## src/rtl/stopwatch_display.sv

```systemverilog
// Multiplexed 4-digit 7-segment driver for a MM.SS stopwatch readout.
// Frame-coherent input snapshot, per-slot anti-ghost blanking, registered pins.
module stopwatch_display #(
   parameter int unsigned REFRESH_DIV  = 50000,
   parameter int unsigned BLANK_CYCLES = 500,
   parameter int unsigned COMMON_ANODE = 1,
   parameter int unsigned LZ_BLANK     = 0
) (
   input  logic       clock,
   input  logic       reset,
   input  logic [5:0] minutes,
   input  logic [5:0] seconds,
   input  logic       colon_en,
   output logic [3:0] anode,
   output logic [6:0] segments,
   output logic       dp
);

   localparam int unsigned PW      = $clog2(REFRESH_DIV);
   localparam logic        INV     = (COMMON_ANODE != 0);
   localparam logic        LZ      = (LZ_BLANK != 0);
   localparam logic [PW-1:0] P_LAST  = PW'(REFRESH_DIV - 1);
   localparam logic [PW-1:0] P_BLANK = PW'(BLANK_CYCLES);

   logic [PW-1:0] prescaler;
   logic [1:0]    idx;
   logic [5:0]    snap_min;
   logic [5:0]    snap_sec;

   logic          frame_start_c;
   logic          blank_c;
   logic          lz_hide_c;
   logic [3:0]    sec_tens_c, sec_ones_c, min_tens_c, min_ones_c;
   logic [3:0]    digit_c;
   logic [3:0]    anode_c;
   logic [6:0]    seg_c;
   logic          dp_c;

   // Tens digit of a 0..63 value by threshold compare (no divider).
   function automatic logic [3:0] tens_of(input logic [5:0] v);
      if      (v >= 6'd60) return 4'd6;
      else if (v >= 6'd50) return 4'd5;
      else if (v >= 6'd40) return 4'd4;
      else if (v >= 6'd30) return 4'd3;
      else if (v >= 6'd20) return 4'd2;
      else if (v >= 6'd10) return 4'd1;
      else                 return 4'd0;
   endfunction

   function automatic logic [3:0] ones_of(input logic [5:0] v, input logic [3:0] t);
      logic [5:0] base;
      base = 6'({2'b00, t}) * 6'd10;
      return 4'(v - base);
   endfunction

   // Active-high gfedcba pattern.
   function automatic logic [6:0] seg7(input logic [3:0] d);
      case (d)
         4'd0:    return 7'h3F;
         4'd1:    return 7'h06;
         4'd2:    return 7'h5B;
         4'd3:    return 7'h4F;
         4'd4:    return 7'h66;
         4'd5:    return 7'h6D;
         4'd6:    return 7'h7D;
         4'd7:    return 7'h07;
         4'd8:    return 7'h7F;
         4'd9:    return 7'h6F;
         default: return 7'h00;
      endcase
   endfunction

   // Next pin values, active-high, from current scan state.
   always_comb begin
      frame_start_c = (prescaler == '0) && (idx == 2'd0);
      blank_c       = (prescaler < P_BLANK);
      sec_tens_c    = tens_of(snap_sec);
      sec_ones_c    = ones_of(snap_sec, sec_tens_c);
      min_tens_c    = tens_of(snap_min);
      min_ones_c    = ones_of(snap_min, min_tens_c);
      case (idx)
         2'd0:    digit_c = sec_ones_c;
         2'd1:    digit_c = sec_tens_c;
         2'd2:    digit_c = min_ones_c;
         default: digit_c = min_tens_c;
      endcase
      lz_hide_c = LZ && (idx == 2'd3) && (min_tens_c == 4'd0);
      anode_c   = 4'b0000;
      seg_c     = 7'h00;
      dp_c      = 1'b0;
      if (!blank_c && !lz_hide_c) begin
         anode_c = 4'b0001 << idx;
         seg_c   = seg7(digit_c);
         dp_c    = (idx == 2'd2) && colon_en;
      end
   end

   // Scan counters and frame snapshot.
   always_ff @(posedge clock or negedge reset) begin
      if (!reset) begin
         prescaler <= '0;
         idx       <= 2'd0;
         snap_min  <= 6'd0;
         snap_sec  <= 6'd0;
      end else begin
         if (prescaler == P_LAST) begin
            prescaler <= '0;
            idx       <= idx + 2'd1;
         end else begin
            prescaler <= prescaler + PW'(1);
         end
         if (frame_start_c) begin
            snap_min <= minutes;
            snap_sec <= seconds;
         end
      end
   end

   // Registered pins with polarity applied.
   always_ff @(posedge clock or negedge reset) begin
      if (!reset) begin
         anode    <= {4{INV}};
         segments <= {7{INV}};
         dp       <= INV;
      end else begin
         anode    <= anode_c ^ {4{INV}};
         segments <= seg_c ^ {7{INV}};
         dp       <= dp_c ^ INV;
      end
   end

endmodule
```

## config.mk

```make
export PLATFORM = sky130hd
export DESIGN_NAME = stopwatch_display
export DESIGN_NICKNAME = d
export VERILOG_FILES = /design/src/rtl/stopwatch_display.sv
export SDC_FILE = /design/constraint.sdc
export NUM_CORES = 1
export LEC_CHECK = 0
export ABC_CLOCK_PERIOD_IN_PS = 6050
export BUFFER_PORTS_ARGS = -buffer_cell sky130_fd_sc_hd__buf_4
export CORE_MARGIN = 2
export CORE_UTILIZATION = 50
export DETAILED_ROUTE_END_ITERATION = 8
export PLACE_DENSITY = 0.66
export SLEW_MARGIN = 10
export SYNTH_ARGS = -nofsm -noshare
export SYNTH_HDL_FRONTEND = slang
export SYNTH_SLANG_ARGS = --single-unit
export TNS_END_PERCENT = 30
```

## constraint.sdc

```tcl
create_clock -name clock -period 6.05 [get_ports clock]
set_input_delay 0.9075 -clock clock [delete_from_list [all_inputs] [get_ports clock]]
set_output_delay 0.9075 -clock clock [all_outputs]
set_load 0.01 [all_outputs]
```

==> results of run 1 <==
## flip-flops by register name, summed over array words and instances (netlist names)
register,count
anode,4
dp,1
idx,2
prescaler,16
segments,7
snap_min,6
snap_sec,6
## layer usage
layer  vias to the layer above  GRT usage, %
met5                         -             0
met4                         0          8.44
met3                        12          3.43
met2                        48          27.9
met1                       869          25.0
li1                        898             -
## worst max-delay path, delay by kind of cell, from the launching register on
| kind | cells | cell delay [ps] |
|---|---|---|
| AO/OA/AOI/OAI | 4 | 950 |
| multiplexers | 1 | 370 |
| flip-flops | 1 | 520 |
| AND/OR/NAND/NOR | 3 | 880 |
| buffers and inverters | 1 | 50 |
| adder cells (fa/ha/maj) | 1 | 500 |
## how the worst max path moves through the flow
stage	cells after the start	slack, ps	start	endpoint
floorplan	14	3100	snap_min[4]$_DFFE_PN0P_	segments[5]$_DFF_PN1_
global placement	10	2850	snap_sec[4]$_DFFE_PN0P_	segments[0]$_DFF_PN1_
detailed placement	10	2770	snap_sec[4]$_DFFE_PN0P_	segments[0]$_DFF_PN1_
CTS	10	2710	snap_sec[4]$_DFFE_PN0P_	segments[0]$_DFF_PN1_
global route	10	2420	snap_sec[4]$_DFFE_PN0P_	segments[2]$_DFF_PN1_
finish	10	2690	snap_sec[4]$_DFFE_PN0P_	segments[0]$_DFF_PN1_
## power breakdown
group / switching, mW / leakage [nW] / total [mW] / internal (mW)
clock network: 0.0949 / 0.0452 / 0.176 / 0.0814
registers: 0.00638 / 0.503 / 0.291 / 0.285
logic: 0.0405 / 0.667 / 0.0748 / 0.0343
total: 0.142 / 1.22 / 0.543 / 0.401
## cell families (layout without fill, tap and decap cells)
group                    after synthesis  count (layout)  synth area share (%)
adder cells (fa/ha/maj)               15              15                  8.45
buffers and inverters                 25              53                  4.12
AND/OR/NAND/NOR                       85              85                  19.1
XOR/XNOR                              16              16                  5.84
flip-flops                            42              42                  44.4
multiplexers                          10              10                  4.54
AO/OA/AOI/OAI                         48              48                  13.6
## stage by stage
step / setup WS [ps] / util (%) / hold WS, ps
2_1_floorplan: 3100 / - / 456
3_3_place_gp: 2850 / 56.6 / 485
3_5_place_dp: 2770 / 56.6 / 487
4_1_cts: 2710 / 58.5 / 499
5_1_grt: 2420 / 58.5 / 518
6_report: 2690 / 58.5 / 497
## cells in the mapped netlist, drive strengths merged (3+ instances only)
cell	instances	area (um2)
dfrtp	30	751
nand3	7	35.0
and3	4	25.0
ha	13	163
clkbuf	5	18.8
nor3b	4	30.0
nor2b	11	68.8
o21ai	18	90.1
nand2	23	86.3
xnor2	7	61.3
dfstp	12	315
nor3	6	30.0
inv	18	67.6
a221oi	4	35.0
a31oi	3	18.8
xor2	9	78.8
o211ai	4	30.0
o21a	3	22.5
o31ai	3	22.5
nand4	5	31.3
mux2i	3	30.0
nor2	14	52.6
mux2	7	78.8
nand2b	3	18.8
## cell type report
| type | count | area share (%) |
|---|---|---|
| Tap cell | 54 | 2.48 |
| Clock buffer | 6 | 2.66 |
| Clock inverter | 2 | 0.505 |
| Inverter | 18 | 2.48 |
| Timing Repair Buffer | 27 | 7.44 |
| Multi-Input combinational cell | 174 | 45.3 |
| Sequential cell | 42 | 39.1 |
==> flow_summary_export.csv, run 1 <==
group,metric,value,unit
outcome,status,"finished clean",
worst_setup_path,r2r-start,"snap_sec[4]$_DFFE_PN0P_",
power,cellLeakagePower,1.22,nW
place,io_buffers,26,
grt,grt_max_degree,43,
worst_setup_path,rrSetupSlack,2690,ps
sta,fin_setup_tns,0,ps
routing,drc,0,
worst_setup_path,cp.required,6260,ps
cts,cts_resized,0,
worst_setup_path,critPathLaunchType,"flip-flop",
cts,cts_root_buf,"clkbuf_8",
grt,track_usage,18.2,%
grt,grt_pass1_vias,1671,
floorplanning,coreArea,4660,um2
grt,grt_pass1_wl,7.51,mm
place,place_area,2640,um2
flow_run,maxCapViolCount,0,
power,power.density,199,nW/um2
floorplanning,rows,25,
finish,final_cell_mix,"30 x dfrtp_1, 27 x buf_4, 23 x nand2_1",
cts,numCtsBuffers,5,
finish,final_common_cell,"dfrtp_1",
sta,clock_skew,11.8,ps
routing,wl_met1,2.06,mm
yosys,ys_ff_latch,42,
floorplanning,fp.dieH,73.3,um
yosys,synthFlopType,"dfrtp_1",
routing,finalWirelength,4.38,mm
finish,regArea,1070,um2
worst_setup_path,r2r_end,"segments[0]$_DFF_PN1_",
floorplanning,fp.dieW,73.3,um
worst_setup_path,arrival,3570,ps
finish,diodes,0,
finish,fill_cells,429,
routing,vias,1827,
routing,viasPerCell,5.66,
hold_path,min_path_cells,1,
sta,slew-limit-headroom,27.5,%
routing,wl_per_cell,13.6,um
cts,insertion_delay,300,ps
sta,report.final.slew_viol_count,0,
routing,met3_length,210,um
yosys,syn_nets,271,
cts,cts_sinks,42,
place,gp_congestion,0.897,
power,power,0.543,mW
routing,wl_met2,2.01,mm
floorplanning,io-pin-count,27,
sta,worst_slew_pin_slew,1080,ps
yosys,yosysWarningCount,0,
cts,clockBufferDepth,2,
hold_path,hp-start,"prescaler[7]$_DFF_PN0_",
sta,hold_viol,0,
worst_setup_path,max_stage_delay,520,ps
yosys,async_flop_share,100,%
grt,gr-total-overflow,0,
hold_path,min_path_type,"flip-flop to flip-flop",
worst_setup_path,slowest_stage,"dfrtp_1",
hold_path,hold_path_end,"prescaler[7]$_DFF_PN0_",
floorplanning,start_util,51.5,%
routing,top_layer,"met4",
routing,drt_iter0_drc,127,
finish,fin_cells,323,
worst_setup_path,cp_max_fo,12,
finish,finalNetCount,298,
routing,drtAntennaViolNets,0,
worst_setup_path,crit_path_end_kind,"flip-flop",
worst_setup_path,crit_type,"flip-flop to flip-flop",
cts,cts-htree-levels,2,
floorplanning,die_area,5370,um2
finish,area_growth_syn_to_layout,13.6,%
finish,drive_gt1_share,21.2,%
cts,cts_hold_buf,0,
sta,fmax,298,MHz
finish,fin_area,2730,um2
finish,multi_input_area,1230,um2
worst_setup_path,cp_cell_sequence,"mux2_2 > o2111a_1 > nor3_1 > nor2_1 > fa_1 > inv_1 > a221oi_1 > a22o_1 > nor3b_1 > o21ai_0",
yosys,synth_cell_types,45,
power,ir_worst_vdd,0.123,mV
yosys,synthCells,241,
yosys,synth-edff-count,0,
sta,finalCritPeriodShare,55.5,%
routing,dr.pass1.iters,4,
grt,antenna_found_initial,0,
sta,rsz0062_at_grt,"false",
yosys,ys_seq_area_share,44.4,%
worst_setup_path,rr_worst_depth,10,
place,place_inst,315,
sta,finalSetupViolations,0,
cts,clkSlewWorstSetupHoldPaths,80,ps
sta,period_needed,3360,ps
cts,cts_tree,"built",
yosys,avgSynthCellArea,9.96,um2
yosys,syn_area,2400,um2
cts,post-cts-setup-buffer-count,0,
place,dp_hpwl,3.08,mm
(Power assumes the default switching activity.)
==> inputs of run 2 (changes only) <==
Settings changed: ABC_AREA set to 1, ABC_CLOCK_PERIOD_IN_PS 6050 to 2700, PLACE_DENSITY 0.66 to 0.68.
Clock period 6.05 ns to 2.7 ns, I/O delays scaled along.
==> flow_summary_export.csv, run 2 <==
group,metric,value,unit
finish,final_common_cell,"nand2_1",
grt,antenna_found_initial,0,
yosys,syn_nets,319,
yosys,yosysWarningCount,0,
place,gp_congestion,0.874,
sta,finalSetupViolations,0,
floorplanning,fp.dieH,74.2,um
power,cellLeakagePower,1.40,nW
finish,diodes,0,
worst_setup_path,cp_max_fo,7,
grt,grt_pass1_wl,8.01,mm
floorplanning,die_area,5500,um2
worst_setup_path,arrival,2650,ps
sta,rsz0062_at_grt,"false",
routing,viasPerCell,4.93,
power,power.density,432,nW/um2
routing,drt_iter0_drc,76,
yosys,synth-edff-count,0,
finish,area_growth_syn_to_layout,15.3,%
worst_setup_path,crit_path_end_kind,"flip-flop",
worst_setup_path,critPathLaunchType,"flip-flop",
yosys,synthMostInstantiatedCell,"nand2_1",
floorplanning,rows,25,
finish,largestRegisters,"prescaler (16), segments (7)",
sta,period_needed,2410,ps
worst_setup_path,crit_type,"flip-flop to flip-flop",
sta,worst_slew_pin_slew,539,ps
yosys,synthFlopType,"dfrtp_1",
place,io_buffers,26,
finish,finalNetCount,352,
cts,cts_hold_buf,0,
floorplanning,coreArea,4720,um2
worst_setup_path,cp.required,2940,ps
yosys,synth_top_area_share,30.5,%
floorplanning,fp.dieW,74.2,um
sta,slew-limit-headroom,64.0,%
cts,numCtsBuffers,5,
yosys,synth_top_cell_by_area,"dfrtp_1",
sta,hold-worst-slack,80.7,ps
yosys,avgSynthCellArea,8.52,um2
grt,track_usage,19.2,%
outcome,status,"finished clean",
finish,drive_gt1_share,22.0,%
cts,cts_tree,"built",
place,dp_hpwl,3.41,mm
hold_path,min_path_type,"primary input to asynchronous set/reset pin",
grt,gr-total-overflow,0,
power,ir_worst_vdd,0.319,mV
yosys,syn_area,2460,um2
cts,insertion_delay,290,ps
routing,wl_per_cell,11.6,um
routing,drtAntennaViolNets,0,
grt,grt_pass1_vias,1887,
cts,cts-htree-levels,2,
grt,grt_max_degree,43,
routing,vias,1924,
sta,hold_viol,0,
routing,dr.pass1.iters,4,
sta,finalCritPeriodShare,89.2,%
finish,largest-register,"prescaler",
yosys,async_flop_share,100,%
yosys,synth_cell_types,36,
routing,finalWirelength,4.53,mm
sta,clock_skew,4.38,ps
sta,report.final.slew_viol_count,0,
yosys,ys_ff_latch,42,
floorplanning,start_util,52.1,%
yosys,synth.area.top_cells,"dfrtp_1 31%, dfstp_2 13%, nand2_1 11%, ha_1 6.6%, inv_1 5.8%",
floorplanning,io-pin-count,27,
yosys,synthCells,289,
cts,cts_sinks,42,
sta,fmax,415,MHz
cts,clkSlewWorstSetupHoldPaths,80,ps
yosys,ys_seq_area_share,43.3,%
cts,clockBufferDepth,2,
routing,drc,0,
finish,largest_reg_flops,16,
sta,fin_setup_tns,0,ps
flow_run,maxCapViolCount,0,
yosys,synth_common_cells,"70 x nand2_1, 38 x inv_1, 30 x dfrtp_1",
cts,cts_root_buf,"clkbuf_8",
finish,final_cell_mix,"70 x nand2_1, 38 x inv_1, 29 x dfrtp_1",
-- run 2: cell types whose count changed after synthesis, moves of 6 or more --
cell	delta
nand2_2	+6
nand3_1	+11
inv_2	+6
mux2_1	+10
nor2b_1	-11
nand2_1	+47
o21ai_0	-10
inv_1	+20
nor2_1	+8
-- run 2: path summary, 6_finish.rpt --
kind,start,endpoint,slack [ps],cells after the start
setup / recovery,snap_min[3]$_DFFE_PN0P_,segments[5]$_DFF_PN1_,290,16
hold / removal,reset,snap_sec[4]$_DFFE_PN0P_,80,1
setup reg to reg,snap_min[3]$_DFFE_PN0P_,segments[5]$_DFF_PN1_,290,16
hold reg to reg,prescaler[0]$_DFF_PN0_,prescaler[0]$_DFF_PN0_,460,1
max in group asynchronous,reset,anode[1]$_DFF_PN1_,2250,1
min in group clock,colon_en,dp$_DFF_PN1_,250,2
-- run 2: layout make-up --
| class | count | area [um2] |
|---|---|---|
| flip-flops and latches | 42 | 1070 |
| clock buffers | 6 | 72.6 |
| fillers | 435 | 1890 |
| clock inverters | 2 | 13.8 |
| well taps | 67 | 83.8 |
| inverters | 45 | 169 |
| multi-input cells | 201 | 1230 |
| repair buffers | 27 | 203 |
-- run 2: worst max-delay path, stage by stage (launching register included) --
cell	delay, ps
dfrtp_2	440
nor2_1	140
nand2_1	60
o21ai_1	90
nand2_1	60
nand3_1	100
nand2_1	80
inv_2	60
ha_1	150
fa_1	420
o2111ai_2	190
o21ai_2	150
inv_2	120
nand2_1	70
o21ai_0	70
nand2_1	70
nand2_1	70
-- run 2: cell families after synthesis --
group / after synthesis / share of synthesized area [%]
buffers and inverters: 46 / 7.07
adders and majority gates: 15 / 8.24
xor gates and xnor gates: 10 / 3.56
muxes: 12 / 5.49
DFF: 42 / 43.3
AOI/OAI and AO/OA: 24 / 6.05
and+or+nand+nor: 140 / 26.3
-- run 2: metrics by stage --
step	cell area (um2)	utilization, %	total power [mW]	setup slack [ps]	instances
finish	2840	60.1	1.23	291	390
global route	2840	60.1	1.29	23.0	390
CTS	2820	59.7	1.24	247	389
detailed placement	2740	57.9	0.834	287	381
global placement	2740	57.9	0.832	302	381
floorplan	2460	-	0.781	482	289
-- run 2: power by group --
group	internal, mW	switching [mW]
Clock	0.182	0.213
Combinational	0.0717	0.107
Sequential	0.639	0.0117
Total	0.893	0.332
-- run 2: per-layer routing --
metal,wire length (um),up-vias,track usage (%),part of all wire [%]
met1,2110,893,22.5,47
met5,0,-,0,0
met4,105,0,8.28,2.3
met3,138,9,4.07,3.0
met2,2180,33,34.0,48
li1,-,989,-,-
-- run 2: repair_timing --
item / 4_1_cts / 5_1_grt
buffers inserted: 0 / 1
setup endpoints to repair: 0 / 1
gates resized for setup: 0 / 2
